`src/rtl/uart_rx.sv`:
```
// ============================================================================
// Module   : uart_rx
// Purpose  : 8N1 UART receiver with 2-flop synchroniser, false-start
//            rejection and framing-error detection. Define UART_RX_PARITY_EN
//            for 8E1 frames with parity checking.
// Revision : 1.0  initial release
// ============================================================================
`default_nettype none

module uart_rx #(
   parameter int CLKS_PER_BIT = 625
) (
   input  logic       clk,
   input  logic       rst_n,
   input  logic       serial_rx,
   output logic [7:0] incoming,
   output logic       valid,
   output logic       frame_err,
   output logic       parity_err,
   output logic       busy
);

   localparam int CW = $clog2(CLKS_PER_BIT);
   localparam logic [CW-1:0] c_half_m1 = CW'(CLKS_PER_BIT / 2 - 1);
   localparam logic [CW-1:0] c_bit_end = CW'(CLKS_PER_BIT - 1);

   typedef enum logic [2:0] {
      S_IDLE      = 3'd0,
      S_START     = 3'd1,
      S_DATA      = 3'd2,
      S_PARITY    = 3'd3,
      S_STOP      = 3'd4,
      S_WAIT_HIGH = 3'd5
   } state_t;

   state_t          r_state;
   logic [CW-1:0]   r_cnt;
   logic [2:0]      r_idx;
   logic [7:0]      r_shift;
   logic            r_sync1;
   logic            r_sync2;
   logic            w_rx_s;
`ifdef UART_RX_PARITY_EN
   logic            r_par_bad;
`endif

   assign w_rx_s = r_sync2;
   assign busy   = (r_state != S_IDLE);

`ifndef UART_RX_PARITY_EN
   assign parity_err = 1'b0;
`endif

   always_ff @(posedge clk) begin
      if (!rst_n) begin
         r_state    <= S_IDLE;
         r_cnt      <= '0;
         r_idx      <= '0;
         r_shift    <= '0;
         r_sync1    <= 1'b1;
         r_sync2    <= 1'b1;
         incoming   <= 8'h00;
         valid      <= 1'b0;
         frame_err  <= 1'b0;
`ifdef UART_RX_PARITY_EN
         parity_err <= 1'b0;
         r_par_bad  <= 1'b0;
`endif
      end else begin
         r_sync1    <= serial_rx;
         r_sync2    <= r_sync1;
         valid      <= 1'b0;
         frame_err  <= 1'b0;
`ifdef UART_RX_PARITY_EN
         parity_err <= 1'b0;
`endif
         case (r_state)
            S_IDLE: begin
               if (!w_rx_s) begin
                  r_state <= S_START;
                  r_cnt   <= '0;
               end
            end
            S_START: begin
               if (r_cnt == c_half_m1) begin
                  // A start bit that is high again at mid-bit was a glitch.
                  if (!w_rx_s) begin
                     r_state   <= S_DATA;
                     r_cnt     <= '0;
                     r_idx     <= '0;
`ifdef UART_RX_PARITY_EN
                     r_par_bad <= 1'b0;
`endif
                  end else begin
                     r_state <= S_IDLE;
                  end
               end else begin
                  r_cnt <= r_cnt + 1'b1;
               end
            end
            S_DATA: begin
               if (r_cnt == c_bit_end) begin
                  r_cnt   <= '0;
                  r_shift <= {w_rx_s, r_shift[7:1]};
                  if (r_idx == 3'd7) begin
`ifdef UART_RX_PARITY_EN
                     r_state <= S_PARITY;
`else
                     r_state <= S_STOP;
`endif
                  end else begin
                     r_idx <= r_idx + 3'd1;
                  end
               end else begin
                  r_cnt <= r_cnt + 1'b1;
               end
            end
`ifdef UART_RX_PARITY_EN
            S_PARITY: begin
               if (r_cnt == c_bit_end) begin
                  r_cnt     <= '0;
                  r_par_bad <= w_rx_s ^ (^r_shift);
                  r_state   <= S_STOP;
               end else begin
                  r_cnt <= r_cnt + 1'b1;
               end
            end
`endif
            S_STOP: begin
               if (r_cnt == c_bit_end) begin
                  r_cnt <= '0;
                  if (w_rx_s) begin
                     r_state <= S_IDLE;
`ifdef UART_RX_PARITY_EN
                     if (r_par_bad) begin
                        parity_err <= 1'b1;
                     end else begin
                        incoming <= r_shift;
                        valid    <= 1'b1;
                     end
`else
                     incoming <= r_shift;
                     valid    <= 1'b1;
`endif
                  end else begin
                     frame_err <= 1'b1;
                     r_state   <= S_WAIT_HIGH;
                  end
               end else begin
                  r_cnt <= r_cnt + 1'b1;
               end
            end
            // Hold off during a break so a long low line cannot look like a start.
            S_WAIT_HIGH: begin
               if (w_rx_s) begin
                  r_state <= S_IDLE;
               end
            end
            default: begin
               r_state <= S_IDLE;
            end
         endcase
      end
   end

endmodule

`default_nettype wire
```
`config.mk`:
```
export PLATFORM = sky130hd
export DESIGN_NAME = uart_rx
export DESIGN_NICKNAME = d
export VERILOG_FILES = /design/src/rtl/uart_rx.sv
export SDC_FILE = /design/constraint.sdc
export NUM_CORES = 1
export LEC_CHECK = 0
export ABC_AREA = 1
export CAP_MARGIN = 0
export CORE_MARGIN = 5
export CORE_UTILIZATION = 51
export DETAILED_ROUTE_END_ITERATION = 10
export PLACE_DENSITY = 0.74
export SLEW_MARGIN = 40
export SYNTH_ARGS = -nofsm -noshare
export SYNTH_HDL_FRONTEND = slang
export SYNTH_SLANG_ARGS = --single-unit
```
`constraint.sdc`:
```
create_clock -name clk -period 1.55 [get_ports clk]
set_clock_uncertainty 0.2 [all_clocks]
set_input_delay 0.465 -clock clk [delete_from_list [all_inputs] [get_ports clk]]
set_output_delay 0.465 -clock clk [all_outputs]
set_load 0.01 [all_outputs]
```
==> metrics <==
Syn Area/Cell=6.85 um2; fin crit share=120%; Clock Tree Buf Depth=2; HPWL Detailed=3500 um; crit path kind=flop to flop; Unique masters post-synth=28; GRT overflow=0; ant diodes=0; Max Cap Viol=0; RSZ-0062 raised after global routing=true; ys async rst share=0%; Die Span X=70.5 um; Critical Path RT=1.57 ns; Post-DRT Antenna Nets=0; ranking of synthesized cells by area=dfxtp_1 39%, nand2_1 12%, a21oi_1 7.5%, nor2_1 6.4%, nand3_1 5.9%; Crit Path Max Fanout=4; met1 usage=27.8%; top_reg_cell synth=dfxtp_1; count leader, synth=nand2_1; post-DR vias/cell=5.47; GRT Total Usage=24.9%; Placement Rows=22; vias=2,162; Placer Congestion=0.968; worst path cell trace=inv_4, ha_4, nand2_1, nor2_2, nand3_2, nand2_4, buf_6, nand4_1, a21oi_2; Fin. Hold Viols=0; Max H-tree Level=2; Crit path buffers/inverters=2; Root Buffer=clkbuf_8; initial antenna violation count=0; TritonCTS sink count=36; cell taking the most area after synthesis=dfxtp_1; Reg clk slew, reported paths=0.08 ns; P_leak=1.26 nW; Layout area overhead=60.8%; Worst setup EP type=flop; met2 Use GR=44.1%; Post-Route WL=6500 um; number of register bits inferred by synthesis=36; fmax=539 MHz; CP max stage delay=0.37 ns; Setup crit start kind=flop; worst hold path type=flop to flop; drt drc=0; EDFF count, synth=0; Final nets=353; CTS Buf Count=5; GRT Max-Usage Layer=met2; syn_nets=279; layout cell share with drive strength beyond 1=50.4%; Mapped Area=0.00186 mm2; Slowest cell on crit path=dfxtp_4; failing checks=setup timing; Iter 0 DRT Violations=177; Synth top cells by count=58 x nand2_1, 36 x dfxtp_1, 32 x nor2_1; vias in the first global route=2,172; IO buf count=13; CTS tree=done; largest net degree at the start of global routing=16; Gate Count Post-Synth=272; DRT Pass-1 Iters=4; die area=0.00496 mm2; first-pass GRT wire length=9890 um; Worst Hold Slack=0.214 ns; synth warn=0; Worst EP arrival=1.87 ns; Seq/Total Area, Yosys=38.7%; Period minus WS final=1.86 ns; status=finished, violations left; Ports=15; endpoints failing setup=35; Final TNS setup=-4.40 ns; met3 Use GR=5.76%; Initial Utilization=51.7%; Die H=70.5 um; final core utilization=83.1%; hold buffer count at cts=0; post-synth top area share=38.7%; Worst path top cell family by delay=simple AND/OR/NAND/NOR gates; PnR worst setup slack=-0.305 ns; P per Cell Area=968 mW/mm2; Max Slew Vio Count=0; routed len/inst=16.5 um; Worst-Skew Late Latency=0.30 ns; IR drop worst, VDD=0.000886 V; core area=0.00361 mm2
## layout make-up
type                            count  area [um2]
Fill cell                         207         608
Multi-Input combinational cell    196        1360
Sequential cell                    36         732
Tap cell                           48        60.1
Clock inverter                      2        13.8
Inverter                           34         138
Clock buffer                        6        82.6
Timing Repair Buffer               73         614
## metrics by stage
step | setup WS, ns | power, mW | std cells | area [um2]
floorplan | 0.00534 | 1.47 | 272 | 1900
finish | -0.305 | 2.90 | 395 | 3000
detailed placement | -0.152 | 1.81 | 376 | 2430
global route | -0.378 | 3.04 | 395 | 3000
global placement | -0.134 | 1.79 | 376 | 2430
CTS | -0.165 | 2.76 | 393 | 2900
## power by group
group | switching [mW] | internal, mW | leakage (nW)
Clock | 0.388 | 0.364 | 0.0516
Sequential | 0.0525 | 0.970 | 0.294
Combinational | 0.621 | 0.506 | 0.920
Total | 1.06 | 1.84 | 1.26
## timing repair
action / in CTS / in global routing
gates cloned: 2 / 0
gates resized for setup: 99 / 47
setup buffers: 7 / 3
setup endpoints to repair: 43 / 44
pin swaps: 26 / 13
## registers in the layout, summed over array words and instances (netlist names)
name	cells
r_shift	8
r_idx	3
r_sync2	1
r_cnt	10
incoming	8
r_state	3
valid	1
r_sync1	1
frame_err	1
## cells in the final DEF, fill, tap and decap left out, drive strengths merged
master	Yosys	layout
conb	1	1
clkbuf	3	14
nand3	23	23
nand4	7	7
dfxtp	36	36
o211ai	1	1
o21bai	1	1
ha	4	4
o21ai	20	20
a31oi	2	2
buf	4	61
a21oi	28	28
nand2	65	66
or2	2	2
clkdlybuf4s15	0	2
clkdlybuf4s50	0	2
nor3	4	4
inv	33	34
clkinv	1	2
nor2	37	37
## path summary, 6_finish.rpt
kind | from | end | slack (ns) | cells past startpoint
hold reg to reg | r_sync1 | r_sync2 | 0.21 | 1
setup / recovery | r_cnt[1] | r_state[2] | -0.31 | 9
hold / removal | r_sync1 | r_sync2 | 0.21 | 1
setup reg to reg | r_cnt[1] | r_state[2] | -0.31 | 9
## logic make-up after synthesis
group / count (synthesis) / synth area share [%]
adder cells (fa/ha/maj): 4 / 2.68
AND/OR/NAND/NOR: 138 / 34.6
flip-flops: 36 / 38.7
AO/OA/AOI/OAI: 52 / 14.6
buffers and inverters: 41 / 9.33
other: 1 / 0.201
## worst reg2reg max path: cells and delay by family, from the launching register on
kind / cells / cell delay, ns
and+or+nand+nor: 5 / 0.63
DFF: 1 / 0.37
AOI/OAI and AO/OA: 1 / 0.23
buffers and inverters: 2 / 0.19
adders and majority gates: 1 / 0.15
## per-layer routing
layer  vias up  routed length [um]  share of wire, %
met5         -                   0                 0
met4         0                 245               3.8
met3        24                 302               4.6
met2        70                3460                53
met1      1032                2500                38
li1       1036                   -                 -
No activity file was read; power rests on OpenSTA's default activity.
